## src/rtl/weight_loader_pkg.sv

```systemverilog
// -----------------------------------------------------------------------------
// weight_loader_pkg
//   Shared definitions for the weight loader: FSM state encoding and helpers
//   that derive the bytes-per-word and write-address width from the module
//   parameters.
// -----------------------------------------------------------------------------
package weight_loader_pkg;

  typedef enum logic [1:0] {
    ST_IDLE  = 2'd0,
    ST_LOAD  = 2'd1,
    ST_CHECK = 2'd2,
    ST_DONE  = 2'd3
  } state_t;

  // Number of stream bytes that make up one weight word.
  function automatic int bytes_per_word(input int data_width);
    return data_width / 8;
  endfunction

  // Address width for a memory of n words; never narrower than one bit.
  function automatic int addr_width(input int n);
    return (n > 1) ? $clog2(n) : 1;
  endfunction

endpackage

```

## src/rtl/weight_loader_byte_packer.sv

```systemverilog
// -----------------------------------------------------------------------------
// weight_loader_byte_packer
//   Packs an 8-bit stream into DATA_WIDTH words, MSB first. The earlier bytes
//   of a word sit in a shift register; the final byte is combined straight
//   from din, so word/word_valid are valid in the same cycle the last byte of
//   a word is accepted. Used for both weight data and the trailing checksum.
//   DATA_WIDTH must be a multiple of 8 and at least 16.
// Ports
//   clk, rst    clock, synchronous active-high reset
//   clear       drop any partial word and restart at byte 0
//   accept      a byte is taken this cycle (valid & ready)
//   din         stream byte
//   word        packed word (meaningful when word_valid)
//   word_valid  last byte of a word accepted this cycle
// -----------------------------------------------------------------------------
module weight_loader_byte_packer
  import weight_loader_pkg::*;
#(
  parameter int DATA_WIDTH = 16
) (
  input  logic                  clk,
  input  logic                  rst,
  input  logic                  clear,
  input  logic                  accept,
  input  logic [7:0]            din,
  output logic [DATA_WIDTH-1:0] word,
  output logic                  word_valid
);

  localparam int BYTES = bytes_per_word(DATA_WIDTH);
  localparam int IW    = (BYTES > 2) ? $clog2(BYTES) : 1;
  localparam int SW    = DATA_WIDTH - 8;

  logic [SW-1:0] shreg_q, shreg_d;
  logic [IW-1:0] byte_idx_q, byte_idx_d;
  logic          last_byte;

  // NOTE: every variable assigned here gets a default first, so no path can
  // leave it unassigned and infer a latch.
  always_comb begin
    last_byte  = (byte_idx_q == IW'(BYTES - 1));
    word       = {shreg_q, din};
    word_valid = accept && last_byte;
    shreg_d    = shreg_q;
    byte_idx_d = byte_idx_q;
    if (clear) begin
      shreg_d    = '0;
      byte_idx_d = '0;
    end else if (accept) begin
      // Keep only the bytes that still precede the next incoming one.
      shreg_d    = word[SW-1:0];
      byte_idx_d = last_byte ? '0 : byte_idx_q + IW'(1);
    end
  end

  // NOTE: sequential state is updated with non-blocking assignments so every
  // flop samples pre-edge values regardless of process ordering.
  always_ff @(posedge clk) begin
    if (rst) begin
      shreg_q    <= '0;
      byte_idx_q <= '0;
    end else begin
      shreg_q    <= shreg_d;
      byte_idx_q <= byte_idx_d;
    end
  end

endmodule

```

## src/rtl/weight_loader.sv

```systemverilog
// -----------------------------------------------------------------------------
// weight_loader
//   Write-side initiator for a neuron weight memory. Packs a byte stream into
//   DATA_WIDTH words (MSB first) and writes them to addresses 0..N_WEIGHT-1,
//   pulsing done once a full set has been written.
//   Optional feature: define WEIGHT_LOADER_CHECKSUM_EN to accept a trailing
//   DATA_WIDTH checksum (sum of all written words mod 2^DATA_WIDTH); a
//   mismatch sets error. Without it the FSM goes LOAD -> DONE directly.
// Ports
//   clk, rst        clock, synchronous active-high reset
//   start           begin a load (only honoured in IDLE)
//   abort           cancel a load in progress (LOAD/CHECK)
//   din/din_valid   byte stream in; din_ready is the registered accept
//   wen/wadd/win    memory write port, one wen cycle per word
//   busy            high while in LOAD or CHECK
//   done            one-cycle pulse at the end of a load
//   error           sticky; set by abort or checksum mismatch, cleared by start
// -----------------------------------------------------------------------------
module weight_loader
  import weight_loader_pkg::*;
#(
  parameter  int N_WEIGHT   = 256,
  parameter  int DATA_WIDTH = 16,
  localparam int AW         = addr_width(N_WEIGHT)
) (
  input  logic                  clk,
  input  logic                  rst,
  input  logic                  start,
  input  logic                  abort,
  input  logic [7:0]            din,
  input  logic                  din_valid,
  output logic                  din_ready,
  output logic                  wen,
  output logic [AW-1:0]         wadd,
  output logic [DATA_WIDTH-1:0] win,
  output logic                  busy,
  output logic                  done,
  output logic                  error
);

  state_t state_q, state_d;

  logic                  din_ready_q, din_ready_d;
  logic                  wen_q, wen_d;
  logic [AW-1:0]         wadd_q, wadd_d;
  logic [DATA_WIDTH-1:0] win_q, win_d;
  logic                  busy_q, busy_d;
  logic                  done_q, done_d;
  logic                  error_q, error_d;
  logic [AW-1:0]         addr_q, addr_d;
`ifdef WEIGHT_LOADER_CHECKSUM_EN
  logic [DATA_WIDTH-1:0] sum_q, sum_d;
  logic                  chk_end;
`endif

  logic                  accept;
  logic                  start_go;
  logic                  abort_go;
  logic                  last_word;
  logic                  load_end;
  logic [DATA_WIDTH-1:0] pk_word;
  logic                  pk_valid;

  assign accept   = din_valid && din_ready_q;
  assign start_go = start && (state_q == ST_IDLE);
  assign abort_go = abort && ((state_q == ST_LOAD) || (state_q == ST_CHECK));
  // The final word completes this cycle: stop accepting at the next edge.
  assign last_word = (state_q == ST_LOAD) && pk_valid && (addr_q == AW'(N_WEIGHT - 1));
  // The final write is on the port this cycle: leave LOAD at the next edge.
  assign load_end  = (state_q == ST_LOAD) && wen_q && (wadd_q == AW'(N_WEIGHT - 1));
`ifdef WEIGHT_LOADER_CHECKSUM_EN
  assign chk_end   = (state_q == ST_CHECK) && pk_valid;
`endif

  weight_loader_byte_packer #(
    .DATA_WIDTH (DATA_WIDTH)
  ) u_packer (
    .clk        (clk),
    .rst        (rst),
    .clear      (start_go || abort_go),
    .accept     (accept),
    .din        (din),
    .word       (pk_word),
    .word_valid (pk_valid)
  );

  // ---------------------------------------------------------------------------
  // FSM: state register
  // ---------------------------------------------------------------------------
  always_ff @(posedge clk) begin
    if (rst) state_q <= ST_IDLE;
    else     state_q <= state_d;
  end

  // ---------------------------------------------------------------------------
  // FSM: next state
  // ---------------------------------------------------------------------------
  always_comb begin
    state_d = state_q;
    unique case (state_q)
      ST_IDLE: if (start_go) state_d = ST_LOAD;
      ST_LOAD: begin
        if (abort_go) state_d = ST_IDLE;
`ifdef WEIGHT_LOADER_CHECKSUM_EN
        else if (load_end) state_d = ST_CHECK;
`else
        else if (load_end) state_d = ST_DONE;
`endif
      end
`ifdef WEIGHT_LOADER_CHECKSUM_EN
      ST_CHECK: begin
        if (abort_go)     state_d = ST_IDLE;
        else if (chk_end) state_d = ST_DONE;
      end
`else
      ST_CHECK: state_d = ST_IDLE;
`endif
      ST_DONE: state_d = ST_IDLE;
      default: state_d = ST_IDLE;
    endcase
  end

  // ---------------------------------------------------------------------------
  // FSM outputs and datapath (all outputs leave the block registered)
  // ---------------------------------------------------------------------------
  always_comb begin
    wen_d   = 1'b0;
    wadd_d  = wadd_q;
    win_d   = win_q;
    addr_d  = addr_q;
    error_d = error_q;
`ifdef WEIGHT_LOADER_CHECKSUM_EN
    sum_d   = sum_q;
`endif

    if (start_go) begin
      error_d = 1'b0;
      addr_d  = '0;
`ifdef WEIGHT_LOADER_CHECKSUM_EN
      sum_d   = '0;
`endif
    end

    // Abort wins over a word completing in the same cycle: that word is dropped.
    if (abort_go) begin
      error_d = 1'b1;
    end else if ((state_q == ST_LOAD) && pk_valid) begin
      wen_d  = 1'b1;
      wadd_d = addr_q;
      win_d  = pk_word;
      addr_d = addr_q + AW'(1);
`ifdef WEIGHT_LOADER_CHECKSUM_EN
      sum_d  = sum_q + pk_word;
`endif
    end
`ifdef WEIGHT_LOADER_CHECKSUM_EN
    else if (chk_end && (pk_word != sum_q)) begin
      error_d = 1'b1;
    end
`endif

    din_ready_d = ((state_d == ST_LOAD) && !last_word) || (state_d == ST_CHECK);
    busy_d      = (state_d == ST_LOAD) || (state_d == ST_CHECK);
    done_d      = (state_d == ST_DONE);
  end

  always_ff @(posedge clk) begin
    if (rst) begin
      din_ready_q <= 1'b0;
      wen_q       <= 1'b0;
      wadd_q      <= '0;
      win_q       <= '0;
      busy_q      <= 1'b0;
      done_q      <= 1'b0;
      error_q     <= 1'b0;
      addr_q      <= '0;
`ifdef WEIGHT_LOADER_CHECKSUM_EN
      sum_q       <= '0;
`endif
    end else begin
      din_ready_q <= din_ready_d;
      wen_q       <= wen_d;
      wadd_q      <= wadd_d;
      win_q       <= win_d;
      busy_q      <= busy_d;
      done_q      <= done_d;
      error_q     <= error_d;
      addr_q      <= addr_d;
`ifdef WEIGHT_LOADER_CHECKSUM_EN
      sum_q       <= sum_d;
`endif
    end
  end

  assign din_ready = din_ready_q;
  assign wen       = wen_q;
  assign wadd      = wadd_q;
  assign win       = win_q;
  assign busy      = busy_q;
  assign done      = done_q;
  assign error     = error_q;

endmodule

```

## config.mk

```make
export PLATFORM = sky130hd
export DESIGN_NAME = weight_loader
export DESIGN_NICKNAME = d
export VERILOG_FILES = /design/src/rtl/weight_loader_pkg.sv /design/src/rtl/weight_loader_byte_packer.sv /design/src/rtl/weight_loader.sv
export SDC_FILE = /design/constraint.sdc
export NUM_CORES = 1
export LEC_CHECK = 0
export ABC_AREA = 1
export CORE_MARGIN = 10
export CORE_UTILIZATION = 45
export DETAILED_ROUTE_END_ITERATION = 7
export DONT_BUFFER_PORTS = 1
export PLACE_DENSITY = 0.6
export SLEW_MARGIN = 20
export SYNTH_ARGS = -nofsm -noshare
export SYNTH_HDL_FRONTEND = slang
export SYNTH_SLANG_ARGS = --single-unit
```

## constraint.sdc

```tcl
create_clock -name clk -period 2.1 [get_ports clk]
set_input_delay 0.525 -clock clk [delete_from_list [all_inputs] [get_ports clk]]
set_output_delay 0.525 -clock clk [all_outputs]
set_load 0.03 [all_outputs]
```

==> impl_results.md <==
- Fin area: 2203 µm²
- Highest-count cells in the layout ignoring fill and taps: nor2_1, dfxtp_1, nand2_1
- Worst vdd ir: 0.2976 mV
- Global-route wire length before repair: 7231 µm
- Fmax achieved: 524.0 MHz
- Mean Syn Cell Area: 7.613 µm²
- GR Util met3: 6.004%
- First-pass detailed-route iteration total: 5
- Worst Path Buf+Inv: 3
- Crit share post-route: 90.87%
- Starting density of the core: 45.95%
- Ant diodes: 0
- All-layer global routing usage: 11.78%
- Sw power: 0.0004487 W
- PostCTS Resize Cnt: 0
- CTS Root Cell: clkbuf_8
- Die area: 7474 µm²
- Hold_buf cts: 0
- Fin nets: 294
- Initial antenna violation count: 0
- DPL Wire Length: 3146 µm
- Leakage: 0.8855 nW
- Synth warn: 0
- TritonCTS Buffers: 5
- Met2 Use GR: 19.60%
- Die H: 86.45 µm
- CTS tree: built
- Pwr Density: 756.7 nW/µm²
- CP Class: flop to flop
- Crit-path cells: inv_1, ha_1, nand2_1, inv_2, nor2_4, o21ai_0, nor2_1, inv_1, ha_1, a21oi_1, nor2_1
- Io pins: 42
- DRC: 0
- Commonest non-fill, non-tap cell in the layout: nor2_1
- Distinct cells, synth: 25
- Synthesized net count: 281
- Critical Path RT: 2.30 ns
- Syn Std Cell Area: 1987 µm²
- Total number of vias: 1648
- Post-synthesis register bit count: 48
- Clk Latency, worst-skew pair: 0.30 ns
- Hold Path Class: input pin to flop
- # setup viols final: 0
- Synth area leaders: dfxtp_1, nor2_1, nand2_1
- Worst-margin pin slew: 0.3776 ns
- Max-slew violation count: 0
- Arrival @ worst endpoint: 2.11 ns
- Hold WS: 0.2836 ns
- Crit-path leading delay family: simple AND/OR/NAND/NOR gates
- Largest stage delay on the critical path: 0.36 ns
- Setup TNS: 0 ns
- Core ar.: 4324 µm²
- Filler Cells Inserted: 444
- 1st-iter DRT viols: 71
- Largest area contributor in the synthesized netlist: dfxtp_1
- GPL Wtd Cong: 0.8075
- Max-cap violations: 0
- Max_slew headroom: 74.76%
- Die span in x: 86.45 µm
- Row Count: 24
- DP Area: 2103 µm²
- CP endpoint kind: flop
- Post-synthesis cell count: 261
- Vias/cell: 5.040
- Kind of start point of the critical path: flop
- Most Crowded Layer GR: met2
- Drt wl/cell: 13.27 µm
- Hold Vio Cnt, Final: 0
- Clk pwr share: 33.4%
- Largest net degree at the start of global routing: 37
- Seq pwr share: 57.3%
- Share of the synthesized area in the top cell type: 48.36%
- Worst-case clock skew: 0.006871 ns
- Worst path slowest cell: dfxtp_1
- Period minus WS final: 1.908 ns
- Clk pin slew, worst setup/hold paths: 0.09 ns
- CTS H-tree depth: 2
- Area grow syn2layout: 10.89%
- Sw frac: 26.91%
- Internal power: 0.001219 W
- Detail Route Antenna Nets: 0
- Total wire length: 4338 µm
- Met1 usage: 12.66%
- Post-synthesis sequential area ratio: 48.36%
- Share of cells above drive strength 1: 11.27%
- # port buffers: 0
- Logic pwr share: 9.3%
- GRT Residual Overflow: 0
- Status: completed
- Number of clock sinks: 48
- Vias in the first global route: 1521
- Crit-path max FO: 4
- Clock buffer depth: 2
## final timing paths
path	start	end	slack, ns	cells past startpoint
setup / recovery	state_q[0]	din_ready	0.19	11
hold / removal	rst	busy	0.28	1
setup reg to reg	state_q[0]	din_ready	0.19	11
hold reg to reg	u_packer.shreg_q[0]	u_packer.shreg_q[0]	0.47	2
## layout make-up
type,count,area [µm²],share of cell area (%)
well taps,52,65.06,2.953
multi-input cells,180,880.8,39.98
repair buffers,14,105.1,4.770
clock buffers,5,68.82,3.123
clock inverters,3,23.77,1.079
flip-flops and latches,48,960.9,43.61
inverters,25,98.84,4.486
## state kept, by name (all words and copies together) (netlist names)
signal               flops
wen                      1
done                     1
busy                     1
error                    1
state_q                  2
addr_q                   8
din_ready                1
u_packer.byte_idx_q      1
win                     16
wadd                     8
u_packer.shreg_q         8
## timing repair
item                                    CTS  global route
endpoints found under the hold margin     0             0
buffers inserted                          0             1
endpoints found under the setup margin    0             1
## worst reg2reg max path, stage by stage (launching register included)
cell and delay (ns):
dfxtp_1 0.36, inv_1 0.08, ha_1 0.29, nand2_1 0.14
inv_2 0.07, nor2_4 0.12, o21ai_0 0.09, nor2_1 0.19
inv_1 0.09, ha_1 0.20, a21oi_1 0.14, nor2_1 0.05
## power groups by stage
stage          Sequential [W]  Clock (W)  Combinational (W)
2_1_floorplan        0.000982          0           0.000113
3_3_place_gp         0.000977          0           0.000154
3_5_place_dp         0.000978          0           0.000156
4_1_cts              0.000956   0.000576           0.000157
5_1_grt              0.000959   0.000617           0.000177
6_report             0.000956   0.000557           0.000155
## cells in the mapped netlist
cell type  count
buf_1          1
nor2_4         1
nand2_4        2
nand4_1        1
inv_2          1
inv_1         22
nor3_1         2
buf_4          2
buf_2          1
nand2_2        1
nor2_1        50
dfxtp_1       48
nor3b_1        1
clkbuf_1       3
a21oi_1       24
clkinv_4       1
nor3_2         2
ha_1           7
o21ai_1        5
buf_6          1
clkinv_1       1
nand3_1       11
nor2_8         1
nand2_1       47
o21ai_0       25
## logic make-up (layout without fill, tap and decap cells)
kind of cell               count (synthesis)  count (layout)  synth area share [%]
buffers and inverters                     33              47                 7.304
AOI/OAI and AO/OA                         54              54                 13.60
and+or+nand+nor                          119             119                 26.32
DFF                                       48              48                 48.36
adders and majority gates                  7               7                 4.408
## routing by layer
metal | wire length, µm | up-vias | part of all wire, %
li1 | - | 858 | -
met1 | 1795 | 745 | 41
met2 | 2058 | 41 | 47
met3 | 438 | 4 | 10
met4 | 45 | 0 | 1.0
met5 | 0 | - | 0
## stage by stage
step	utilization, %	setup slack (ns)	total power (W)	cells
3_3_place_gp	48.64	0.2562	0.001131	318
3_5_place_dp	48.64	0.1965	0.001134	318
2_1_floorplan	-	0.3357	0.001096	261
6_report	50.95	0.1916	0.001667	327
5_1_grt	50.95	-0.01718	0.001753	327
4_1_cts	50.78	0.1696	0.001689	326
Power figures use the tool's default switching activity.
